File: src/rtl/inst_rom_arbiter.sv
// Two-requester read arbiter in front of a single-port instruction ROM.
// Fixed priority with a debug starvation guard; define ARB_RR_EN for round-robin.
module inst_rom_arbiter #(
    parameter int ADDR_W       = 32,
    parameter int DATA_W       = 32,
    parameter int STARVE_LIMIT = 8
) (
    input  logic              clk,
    input  logic              rst,
    input  logic              cpu_req_i,
    input  logic [ADDR_W-1:0] cpu_addr_i,
    output logic              cpu_gnt_o,
    output logic              cpu_stall_o,
    output logic              cpu_rvalid_o,
    output logic [DATA_W-1:0] cpu_rdata_o,
    input  logic              dbg_req_i,
    input  logic [ADDR_W-1:0] dbg_addr_i,
    output logic              dbg_gnt_o,
    output logic              dbg_rvalid_o,
    output logic [DATA_W-1:0] dbg_rdata_o,
    output logic              rom_ce_o,
    output logic [ADDR_W-1:0] rom_addr_o,
    input  logic [DATA_W-1:0] rom_data_i
);

    // Handshake: a requester holds req and addr steady until its gnt is seen
    // high in the same cycle; the read data then returns with a one-cycle
    // rvalid pulse exactly two cycles after that grant.

    localparam logic [1:0] ST_IDLE   = 2'd0;
    localparam logic [1:0] ST_ACCESS = 2'd1;
    localparam logic [1:0] ST_RESP   = 2'd2;

    logic [1:0] state;
    logic       owner_dbg;
    logic       accept;
    logic       pick_dbg;
    logic       any_gnt;

    assign accept = (state == ST_IDLE) || (state == ST_RESP);

`ifdef ARB_RR_EN
    // last_gnt_dbg=1 means the debug port received the most recent grant.
    logic last_gnt_dbg;

    assign pick_dbg = dbg_req_i && (!cpu_req_i || !last_gnt_dbg);

    always_ff @(posedge clk or negedge rst) begin
        if (!rst) begin
            last_gnt_dbg <= 1'b1;
        end else if (any_gnt) begin
            last_gnt_dbg <= pick_dbg;
        end
    end
`else
    localparam logic [7:0] LIMIT = 8'(STARVE_LIMIT);

    logic [7:0] starve_cnt;

    assign pick_dbg = dbg_req_i && (!cpu_req_i || (starve_cnt == LIMIT));

    always_ff @(posedge clk or negedge rst) begin
        if (!rst) begin
            starve_cnt <= 8'd0;
        end else if (!dbg_req_i || dbg_gnt_o) begin
            starve_cnt <= 8'd0;
        end else if (cpu_gnt_o && (starve_cnt != LIMIT)) begin
            starve_cnt <= starve_cnt + 8'd1;
        end
    end
`endif

    assign cpu_gnt_o   = accept && cpu_req_i && !pick_dbg;
    assign dbg_gnt_o   = accept && pick_dbg;
    assign any_gnt     = cpu_gnt_o || dbg_gnt_o;
    assign cpu_stall_o = cpu_req_i && !cpu_gnt_o;

    always_ff @(posedge clk or negedge rst) begin
        if (!rst) begin
            state      <= ST_IDLE;
            rom_ce_o   <= 1'b0;
            rom_addr_o <= '0;
            owner_dbg  <= 1'b0;
        end else begin
            rom_ce_o <= any_gnt;
            if (any_gnt) begin
                state      <= ST_ACCESS;
                rom_addr_o <= dbg_gnt_o ? dbg_addr_i : cpu_addr_i;
                owner_dbg  <= dbg_gnt_o;
            end else if (state == ST_ACCESS) begin
                state <= ST_RESP;
            end else begin
                state <= ST_IDLE;
            end
        end
    end

    // Data is captured at the end of ACCESS, so rvalid lines up with RESP.
    always_ff @(posedge clk or negedge rst) begin
        if (!rst) begin
            cpu_rvalid_o <= 1'b0;
            dbg_rvalid_o <= 1'b0;
            cpu_rdata_o  <= '0;
            dbg_rdata_o  <= '0;
        end else begin
            cpu_rvalid_o <= (state == ST_ACCESS) && !owner_dbg;
            dbg_rvalid_o <= (state == ST_ACCESS) && owner_dbg;
            if ((state == ST_ACCESS) && !owner_dbg) begin
                cpu_rdata_o <= rom_data_i;
            end
            if ((state == ST_ACCESS) && owner_dbg) begin
                dbg_rdata_o <= rom_data_i;
            end
        end
    end

endmodule

File: config.mk
export PLATFORM = sky130hd
export DESIGN_NAME = inst_rom_arbiter
export DESIGN_NICKNAME = d
export VERILOG_FILES = /design/src/rtl/inst_rom_arbiter.sv
export SDC_FILE = /design/constraint.sdc
export NUM_CORES = 1
export LEC_CHECK = 0
export CORE_UTILIZATION = 47
export CTS_CLUSTER_DIAMETER = 150
export DETAILED_ROUTE_END_ITERATION = 10
export PLACE_DENSITY = 0.94
export SLEW_MARGIN = 20
export SYNTH_ARGS = -nofsm -noshare
export SYNTH_HDL_FRONTEND = slang
export SYNTH_SLANG_ARGS = --single-unit
File: constraint.sdc
create_clock -name clk -period 4.6 [get_ports clk]
set_input_delay 0.92 -clock clk [delete_from_list [all_inputs] [get_ports clk]]
set_output_delay 0.92 -clock clk [all_outputs]
set_load 0.01 [all_outputs]
Word level (Yosys, flattened, before mapping)

Index checks and enable logic that the tools add are counted.

Register bits after elaboration: 110

Add/sub/neg operators: 1
Equal/unequal tests: 4
Mux-type cells: 5
Reductions and logical operators: 19

Operator list:

| operator                                                                | count |
|---|---|
| 32-bit 2-to-1 mux                                                       | 1 |
| 8-bit 2-to-1 mux                                                        | 2 |
| 8-bit by 1-bit adder with 8-bit output, second input constant           | 1 |
| 8-bit by 4-bit equality test with 1-bit output, second input constant   | 1 |
| 1-bit logical AND                                                       | 8 |
| 8-bit by 4-bit inequality test with 1-bit output, second input constant | 1 |
| 1-bit logical NOT                                                       | 5 |
| 1-bit logical OR                                                        | 4 |
| 2-bit 2-to-1 mux                                                        | 2 |
| 2-bit by 1-bit equality test with 1-bit output, second input constant   | 1 |
| 2-bit equality test, second input constant                              | 1 |
| 2-bit logical NOT                                                       | 1 |
| 2-bit nonzero test                                                      | 1 |

Depth between registers and ports, before layout

Gate-level depths: netlist (run 1).

Depth after elaboration: 8
Gate-level depth with buffers: 7

Worst setup path before layout (run 1)

Ideal clock, no wire load.

Path type: in2out
From: input port dbg_req_i
To: output port dbg_gnt_o
Data arrival time: 1.729 ns
Data required time: 3.680 ns
Slack: 1.951 ns
Stages on the path: 5
Path buffers: 3
Path through: buf_2 nand2b_1 clkbuf_1 clkbuf_1 a21oi_1

Cells in the longest elaborated chain, start to end: 2

Ends and longest elaborated chain:

| element            | RTL line | RTL |
|---|---|---|
| start: declaration | 16       | `input logic dbg_req_i,` |
| 1-bit logical AND  | 60       | `assign pick_dbg = dbg_req_i && (!cpu_req_i \|\| (starve_cnt == LIMIT));` |
| 1-bit logical AND  | 74       | `assign dbg_gnt_o = accept && pick_dbg;` |
| end: declaration   | 18       | `output logic dbg_gnt_o,` |

No other way between the ends.

Final worst setup path (run 1)

From: register starve_cnt[5]
To: output port cpu_stall_o

Cells in the longest elaborated chain, start to end: 7

Ends and longest elaborated chain:

| element                                        | RTL line | RTL |
|---|---|---|
| start: declaration                             | 58       | `logic [7:0] starve_cnt;` |
| start signal: assignment                       | 68       | `starve_cnt <= starve_cnt + 8'd1;` |
| 8-bit by 4-bit equality test with 1-bit output | 60       |  |
| 1-bit logical OR                               | 60       |  |
| 1-bit logical AND                              | 60       |  |
| 1-bit logical NOT                              | 73       | `assign cpu_gnt_o = accept && cpu_req_i && !pick_dbg;` |
| 1-bit logical AND                              | 73       |  |
| 1-bit logical NOT                              | 76       | `assign cpu_stall_o = cpu_req_i && !cpu_gnt_o;` |
| 1-bit logical AND                              | 76       |  |
| end: declaration                               | 13       | `output logic cpu_stall_o,` |

No other way between the ends.

==> metrics.cfg, run 1 <==
[setup_path]
crit_buf_inv = 1
path_delay_family = simple AND/OR/NAND/NOR gates
cp_max_fo = 16
cpMaxStageDelayCell = and4b_1
cp.arrival_ps = 2760
path_cells = nor4_1 > and4b_1 > a21oi_1 > nor2b_1 > clkdlybuf4s50_1
cp-start-kind = register
max_stage_delay_ps = 660
end_kind = primary output
crit_required_ps = 3680
crit_type = register to primary output

[global_route]
use_met1_pct = 32.9
grt.total_usage_pct = 27.5
antenna_found_initial = 0
grt_busiest_layer = met2
grt_use_met3_pct = 4.95
overflow = 0
grt_pass1_wl_um = 23800
grt_max_degree = 45
grt_pass1_vias = 4657
use_met2_pct = 49.3

[synthesis]
synth.cell_area_um2 = 4930
syn_inst = 433
syn_nets = 535
synth.distinct_cells = 30
synth_ff_type = dfrtp_1
yosysWarnings = 0
synth-edff-count = 0
ys_seq_area_share_pct = 55.3
ys_ff_latch = 109
async_reset_ff_share_pct = 100
syn_avg_cell_area_um2 = 11.4

[clock_network]
postCtsSetupBuffers = 0
cts_buffers = 9
clkTransAtPathRegs_ps = 110
insertion_delay_ps = 370
hold_buffers = 0
root_buffer = clkbuf_8
ctsResizeCount = 0
clock-sinks = 109
cts_tree = yes
ctsLongestPathBuffers = 2
cts_max_level = 3

[final_layout]
areaGrowthSynthToFinish_pct = 46.9
diodes = 0
drive_above_1_share_pct = 15.6
nets = 720

[place]
dp_hpwl_um = 10300
portBuffers = 201
place_congestion = 0.788

[timing]
max_freq_mhz = 272
setup-tns-final_ps = 0
finalHoldViolCount = 0
max-slew-margin-rel_pct = 40.5
setup_violations = 0
period_minus_slack_ps = 3680
fin_crit_sh_pct = 80.1
skew_ps = 12.6
rsz0062_at_grt = no
slew_viol_final = 0
worst_slew_pin_slew_ps = 892

[worst_hold_path]
hold_class = register to register

[floorplanning]
coreArea_um2 = 10200
fp.dieH_um = 104
ios = 202
start_util_pct = 48.2
dieArea_um2 = 10900
fp.dieW_um = 104
num_rows = 37

[route]
vias = 4454
wl_um = 14600
dr.pass1.iters = 4
drc_errors = 0
routed_via_density = 5.87
drtIter0Drc = 290
routedWlPerCell_um = 19.2
detail-route-antenna-nets = 0

[power_and_ir_drop]
power.density_nw_per_um2 = 476
finalPower_uw = 3450
p_leak_uw = 0.00282
vdd_drop_max_uv = 244

[run]
drv_cap = 0

[status]
status = completed

==> stage by stage <==
step	setup WS (ps)	util [%]	std cells	area, um2	hold WS [ps]
detailed placement	1120	68.8	743	7040	429
global route	638	70.8	759	7240	455
global placement	1150	68.8	743	7040	408
finish	917	70.8	759	7240	442
CTS	924	70.8	759	7240	445
floorplan	1950	-	433	4930	396
==> metal layers <==
layer  vias up  wire [um]
met5         -          0
met3        30       1000
met4         0        301
li1       1993          -
met1      2175       5790
met2       256       7510
==> cells in the final DEF (no fill, tap or decap), drive strengths merged, types with 3 or more instances in the layout <==
master	instances
a21oi	9
buf	13
clkbuf	9
clkdlybuf4s50	200
dfrtp	109
inv	11
mux2	65
nand2	9
nand2b	4
nand3	4
nor2	4
nor3	97
o22a	32
o22ai	32
or4	3
==> layout make-up <==
| cell class | instances | area (um2) |
|---|---|---|
| clock inverter | 7 | 81.3 |
| multi-input combinational | 280 | 2020 |
| clock buffer | 9 | 124 |
| sequential | 109 | 2730 |
| tap | 136 | 170 |
| fill | 705 | 2990 |
| inverter | 5 | 18.8 |
| timing repair buffer | 213 | 2100 |
==> kinds of logic (layout without fill, tap and decap cells) <==
family	Yosys count	after routing	synth area share [%]
AND/OR/NAND/NOR	134	134	14.0
flip-flops	109	109	55.3
AO/OA/AOI/OAI	79	79	11.6
multiplexers	65	65	14.8
buffers and inverters	44	234	3.73
adder cells (fa/ha/maj)	2	2	0.507
==> synthesized netlist by cell type (all sizes together), types with 2 or more instances <==
library cell,instances,share of area (%)
a21oi,9,0.91
a31oi,2,0.25
and2,2,0.25
buf,14,1.4
clkbuf,25,1.9
dfrtp,109,55
ha,2,0.51
inv,5,0.38
mux2,65,15
nand2,9,0.69
nand2b,4,0.51
nand3,4,0.41
nand4b,2,0.36
nor2,4,0.30
nor2b,2,0.25
nor3,97,9.8
nor4,2,0.25
o22a,32,5.7
o22ai,32,4.1
or2,2,0.25
or4,3,0.46
==> registers in the layout, indices dropped and copies added (netlist names) <==
| register | cells |
|---|---|
| owner_dbg | 1 |
| dbg_rvalid_o | 1 |
| cpu_rvalid_o | 1 |
| state | 2 |
| starve_cnt | 8 |
| dbg_rdata_o | 32 |
| rom_addr_o | 32 |
| cpu_rdata_o | 32 |
==> final timing paths <==
path,depth (start not counted),endpoint,start,slack [ps]
min in group asynchronous,1,rom_addr_o[9],rst,520
setup / recovery,5,cpu_stall_o,starve_cnt[5],920
hold / removal,1,state[1],state[1],440
hold reg to reg,1,state[1],state[1],440
setup reg to reg,5,rom_addr_o[9],starve_cnt[5],2290
max in group asynchronous,2,cpu_rdata_o[18],rst,3230
==> report_power, final <==
group	switching, uW	leakage [uW]	total (uW)	internal (uW)
Sequential	186	0.00129	1450	1270
Clock	381	0.000105	604	223
Combinational	531	0.00143	1390	858
==> worst reg2reg max path, stage by stage (launching register included) <==
cell and delay, ps:
dfrtp_1 460, nor4_1 400, and4b_1 660, buf_4 400
nor3_1 110, nor3_1 220
No activity file was read; power rests on OpenSTA's default activity.
==> run 2, diff against run 1 <==
Settings changed: CORE_UTILIZATION 47 to 39, PLACE_DENSITY 0.94 to 0.84.
Clock period 4.6 ns to 3 ns, I/O delays scaled along.
==> metrics.cfg, run 2 (synthesis results as in run 1) <==
[setup_path]
cpMaxStageDelayCell = clkdlybuf4s50_1
cp.arrival_ps = 2250  ; -510 ps
path_cells = nor4_1 > and4b_1 > a21oi_1 > nor2b_1 > clkdlybuf4s50_1
cp_max_fo = 6  ; -10
max_stage_delay_ps = 540  ; -120 ps
crit_required_ps = 2400  ; -1280 ps
crit_type = register to primary output
cp-start-kind = register
end_kind = primary output

[status]
status = completed

[place]
place_congestion = 0.812  ; +3.0%
portBuffers = 201  ; unchanged
dp_hpwl_um = 10300  ; +0.46%
dp_cells = 778  ; +4.7%

[final_layout]
seqCellArea_um2 = 2730  ; unchanged
final_common_cell = clkdlybuf4s50_1
final_cell_mix = clkdlybuf4s50_1, dfrtp_1, nor3_1
fin_cells = 794  ; +4.6%
reg_top3 = cpu_rdata_o x32, dbg_rdata_o x32, rom_addr_o x32
areaGrowthSynthToFinish_pct = 50.0
final_core_util_pct = 60.8  ; -10 points
drive_above_1_share_pct = 15.8  ; +0.27 points
n_fill_cell = 969  ; +37%
multi_input_area_um2 = 2020  ; unchanged
nets = 723  ; +0.42%

[clock_network]
cts_max_level = 3  ; unchanged
ctsResizeCount = 0  ; unchanged
insertion_delay_ps = 340  ; -30 ps
root_buffer = clkbuf_16
clkTransAtPathRegs_ps = 80  ; -30 ps
ctsLongestPathBuffers = 2  ; unchanged
postCtsSetupBuffers = 0  ; unchanged
cts_tree = yes
hold_buffers = 0  ; unchanged
cts_buffers = 9  ; unchanged
clock-sinks = 109  ; unchanged

[power_and_ir_drop]
vdd_drop_max_uv = 281  ; +15%
power.density_nw_per_um2 = 743  ; +56%
finalPower_uw = 5500  ; +59%
p_leak_uw = 0.00287  ; +1.8%

[global_route]
overflow = 0  ; unchanged
grt_pass1_vias = 4630  ; -0.58%
grt.total_usage_pct = 22.8  ; -4.7 points
antenna_found_initial = 1  ; +1
grt_pass1_wl_um = 23100  ; -2.7%
grt_max_degree = 59  ; +31%

[timing]
setup_violations = 0  ; unchanged
setup-tns-final_ps = 0  ; unchanged
slew_viol_final = 0  ; unchanged
skew_ps = 8.93  ; -3.65 ps
fin_crit_sh_pct = 95.1
period_minus_slack_ps = 2850
finalHoldViolCount = 0  ; unchanged
max-slew-margin-rel_pct = 70.7  ; +30 points
worst_slew_pin_slew_ps = 439  ; -453 ps
max_freq_mhz = 350
rsz0062_at_grt = no

[floorplanning]
fp.dieW_um = 114  ; +9.6%
num_rows = 40  ; +8.1%
start_util_pct = 40.5  ; -7.7 points
coreArea_um2 = 12200  ; +19%
dieArea_um2 = 13100  ; +20%
fp.dieH_um = 114  ; +9.6%
ios = 202  ; unchanged

[worst_hold_path]
hold_class = primary input to asynchronous set/reset pin

[run]
drv_cap = 0  ; unchanged

[route]
dr.pass1.iters = 5  ; +1
drc_errors = 0  ; unchanged
routedWlPerCell_um = 18.5  ; -3.6%
drtIter0Drc = 358  ; +23%
routed_via_density = 5.62  ; -4.2%
detail-route-antenna-nets = 0  ; unchanged
wl_um = 14700  ; +0.86%
vias = 4462  ; +0.18%

run 2: report_power, final:
group          leakage, uW  internal [uW]  switching [uW]  total, uW
Clock             0.000136            579             562       1140
Combinational      0.00145           1320             827       2150
Sequential         0.00129           1950             264       2210
Total              0.00287           3840            1650       5500
run 2: cell type report:
class	instances	share of cell area [%]
tap	168	2.84
multi-input combinational	280	27.3
antenna	1	0.0338
clock inverter	6	0.761
inverter	5	0.254
sequential	109	36.9
clock buffer	9	3.04
timing repair buffer	216	28.9
run 2: final timing paths:
path	slack [ps]	cells after the start	start	to
setup / recovery	150	5	starve_cnt[5]	cpu_stall_o
hold / removal	180	1	rst	rom_addr_o[19]
setup reg to reg	1010	5	state[0]	cpu_rdata_o[3]
hold reg to reg	430	1	state[1]	state[1]
max in group asynchronous	2130	2	rst	dbg_rdata_o[24]
min in group clk	430	1	state[1]	state[1]
run 2: critical path, delay by kind of cell (launching register included):
kind	cells	cell delay [ps]
compound gates	1	100
flops	1	440
simple gates	3	840
buf+inv	1	540
run 2: metal layers:
layer	up-vias	track usage, %	part of all wire, %	wire (um)
li1	1995	-	-	-
met1	2185	26.5	40	5830
met2	254	40.0	50	7310
met3	28	4.71	8.1	1190
met4	0	11.3	2.6	389
met5	-	0	0	0
run 2: per-stage QoR:
step	hold slack, ps	cell area, um2	setup WS [ps]
global route	208	7400	69.4
finish	184	7400	147
detailed placement	419	7110	319
global placement	406	7110	378
floorplan	304	4930	903
CTS	195	7390	148
==> run 3, diff against run 2 <==
Settings changed: CORE_ASPECT_RATIO from default to 0.9, CTS_CLUSTER_SIZE from default to 30.
==> metrics.cfg, run 3 (synthesis results as in run 1) <==
[power_and_ir_drop]
clkPwrFrac_pct = 22.2  ; +1.5 points
power_frac_comb_pct = 38.5  ; -0.5 points
p_leak_uw = 0.00289  ; +0.66%
switchingPower_uw = 1660  ; +0.38%
p_int_uw = 3930  ; +2.3%
power.density_nw_per_um2 = 753  ; +1.3%
pwr-share-seq_pct = 39.3  ; -0.9 points
netSwitchingFraction_pct = 29.7  ; -0.40 points
vdd_drop_max_uv = 578  ; +110%

[global_route]
grt.total_usage_pct = 22.3  ; -0.49 points
antenna_found_initial = 0  ; -1
grt_pass1_vias = 4631  ; +0.022%
grt_pass1_wl_um = 22900  ; -1.0%
grt_max_degree = 75  ; +27%
overflow = 0  ; unchanged

[final_layout]
drive_above_1_share_pct = 15.7  ; -0.13 points
design_area_um2 = 7430  ; +0.42%
areaGrowthSynthToFinish_pct = 50.6
nets = 721  ; -0.28%
fin_cells = 784  ; -1.3%
n_fill_cell = 1007  ; +3.9%
final_core_util_pct = 61.0  ; +0.21 points
reg_top3 = cpu_rdata_o x32, dbg_rdata_o x32, rom_addr_o x32
final_cell_mix = clkdlybuf4s50_1, dfrtp_1, nor3_1
diodes = 0  ; -1
final_common_cell = clkdlybuf4s50_1

[timing]
worst_slew_pin_slew_ps = 511  ; +71.9 ps
finalHoldViolCount = 0  ; unchanged
max-slew-margin-rel_pct = 65.9  ; -4.8 points
fin_crit_sh_pct = 95.6  ; +0.48 points
max_freq_mhz = 349  ; -0.50%
period_minus_slack_ps = 2870  ; +14.4 ps
setup-tns-final_ps = 0  ; unchanged
slew_viol_final = 0  ; unchanged
setup_violations = 0  ; unchanged
skew_ps = 6.10  ; -2.83 ps
rsz0062_at_grt = no
timing.final.ws_setup_ps = 132  ; -14.4 ps

[route]
drtIter0Drc = 250  ; -30%
detail-route-antenna-nets = 0  ; unchanged
dr.pass1.iters = 5  ; unchanged
drc_errors = 0  ; unchanged
routedWlPerCell_um = 18.8  ; +1.6%
wl_um = 14800  ; +0.30%
routed_via_density = 5.63  ; +0.21%
vias = 4415  ; -1.1%

[place]
place_congestion = 0.841  ; +3.5%
portBuffers = 201  ; unchanged
dp_hpwl_um = 10400  ; +0.33%
dp_cells = 768  ; -1.3%
place_ws_ps = 350  ; +31.2 ps
placed_area_um2 = 7110  ; unchanged

[clock_network]
hold_buffers = 0  ; unchanged
ctsResizeCount = 0  ; unchanged
clkTransAtPathRegs_ps = 70  ; about the same
root_buffer = clkbuf_16
clock-sinks = 109  ; unchanged
cts_max_level = 3  ; unchanged
postCtsSetupBuffers = 0  ; unchanged
cts_buffers = 9  ; unchanged
insertion_delay_ps = 340  ; about the same
ctsLongestPathBuffers = 2  ; unchanged
cts_tree = yes

[floorplanning]
num_rows = 38  ; -5.0%
start_util_pct = 40.5  ; about the same
dieArea_um2 = 13100  ; about the same
fp.dieH_um = 109  ; -5.0%
coreArea_um2 = 12200  ; about the same
ios = 202  ; unchanged
fp.dieW_um = 121  ; +5.3%

[setup_path]
cp.arrival_ps = 2270  ; +20 ps
worst_r2r_path_depth = 5  ; unchanged
end_kind = primary output
rrSetupSlack_ps = 720  ; -290 ps
crit_required_ps = 2400  ; about the same
crit_type = register to primary output
cp_max_fo = 6  ; unchanged
cp-start-kind = register

[run]
drv_cap = 0  ; unchanged

[status]
status = completed

[worst_hold_path]
hold_class = primary input to asynchronous set/reset pin

-- run 3: layer usage --
| layer | wire, um | track usage, % | vias to the layer above |
|---|---|---|---|
| li1 | - | - | 1982 |
| met1 | 5680 | 26.1 | 2208 |
| met2 | 7860 | 40.5 | 190 |
| met3 | 789 | 3.97 | 35 |
| met4 | 437 | 9.35 | 0 |
| met5 | 0 | 0 | - |
-- run 3: per-stage QoR --
| step | power, uW | hold WS, ps |
|---|---|---|
| floorplan | 3040 | 304 |
| global placement | 4310 | 408 |
| detailed placement | 4400 | 417 |
| CTS | 5660 | 228 |
| global route | 5880 | 256 |
| finish | 5590 | 229 |
-- run 3: path summary, 6_finish.rpt --
check	start	to
min	rst	rom_addr_o[22]
min reg2reg	state[1]	state[1]
max	starve_cnt[4]	cpu_stall_o
max in group asynchronous	rst	dbg_rdata_o[8]
max reg2reg	state[0]	cpu_rdata_o[6]
min in group clk	state[1]	state[1]
-- run 3: cell type report --
cell class | count | area, um2 | share of cell area, %
flip-flops and latches | 109 | 2730 | 36.7
repair buffers | 214 | 2140 | 28.9
multi-input cells | 280 | 2020 | 27.2
clock buffers | 9 | 225 | 3.03
well taps | 160 | 200 | 2.69
clock inverters | 7 | 90.1 | 1.21
inverters | 5 | 18.8 | 0.253
-- run 3: critical path: stages, from the launching register on --
cell	delay [ps]
dfrtp_1	440
nor4_1	390
and4b_1	330
a21oi_1	90
nor2b_1	130
clkdlybuf4s50_1	550
-- run 3: power by group through the flow --
stage | sequential, uW | combinational [uW] | clock [uW]
after CTS | 2200 | 2180 | 1280
after floorplan | 2430 | 612 | 0
after detailed placement | 2230 | 2170 | 0
after global placement | 2190 | 2120 | 0
after global routing | 2270 | 2280 | 1340
final | 2200 | 2150 | 1240
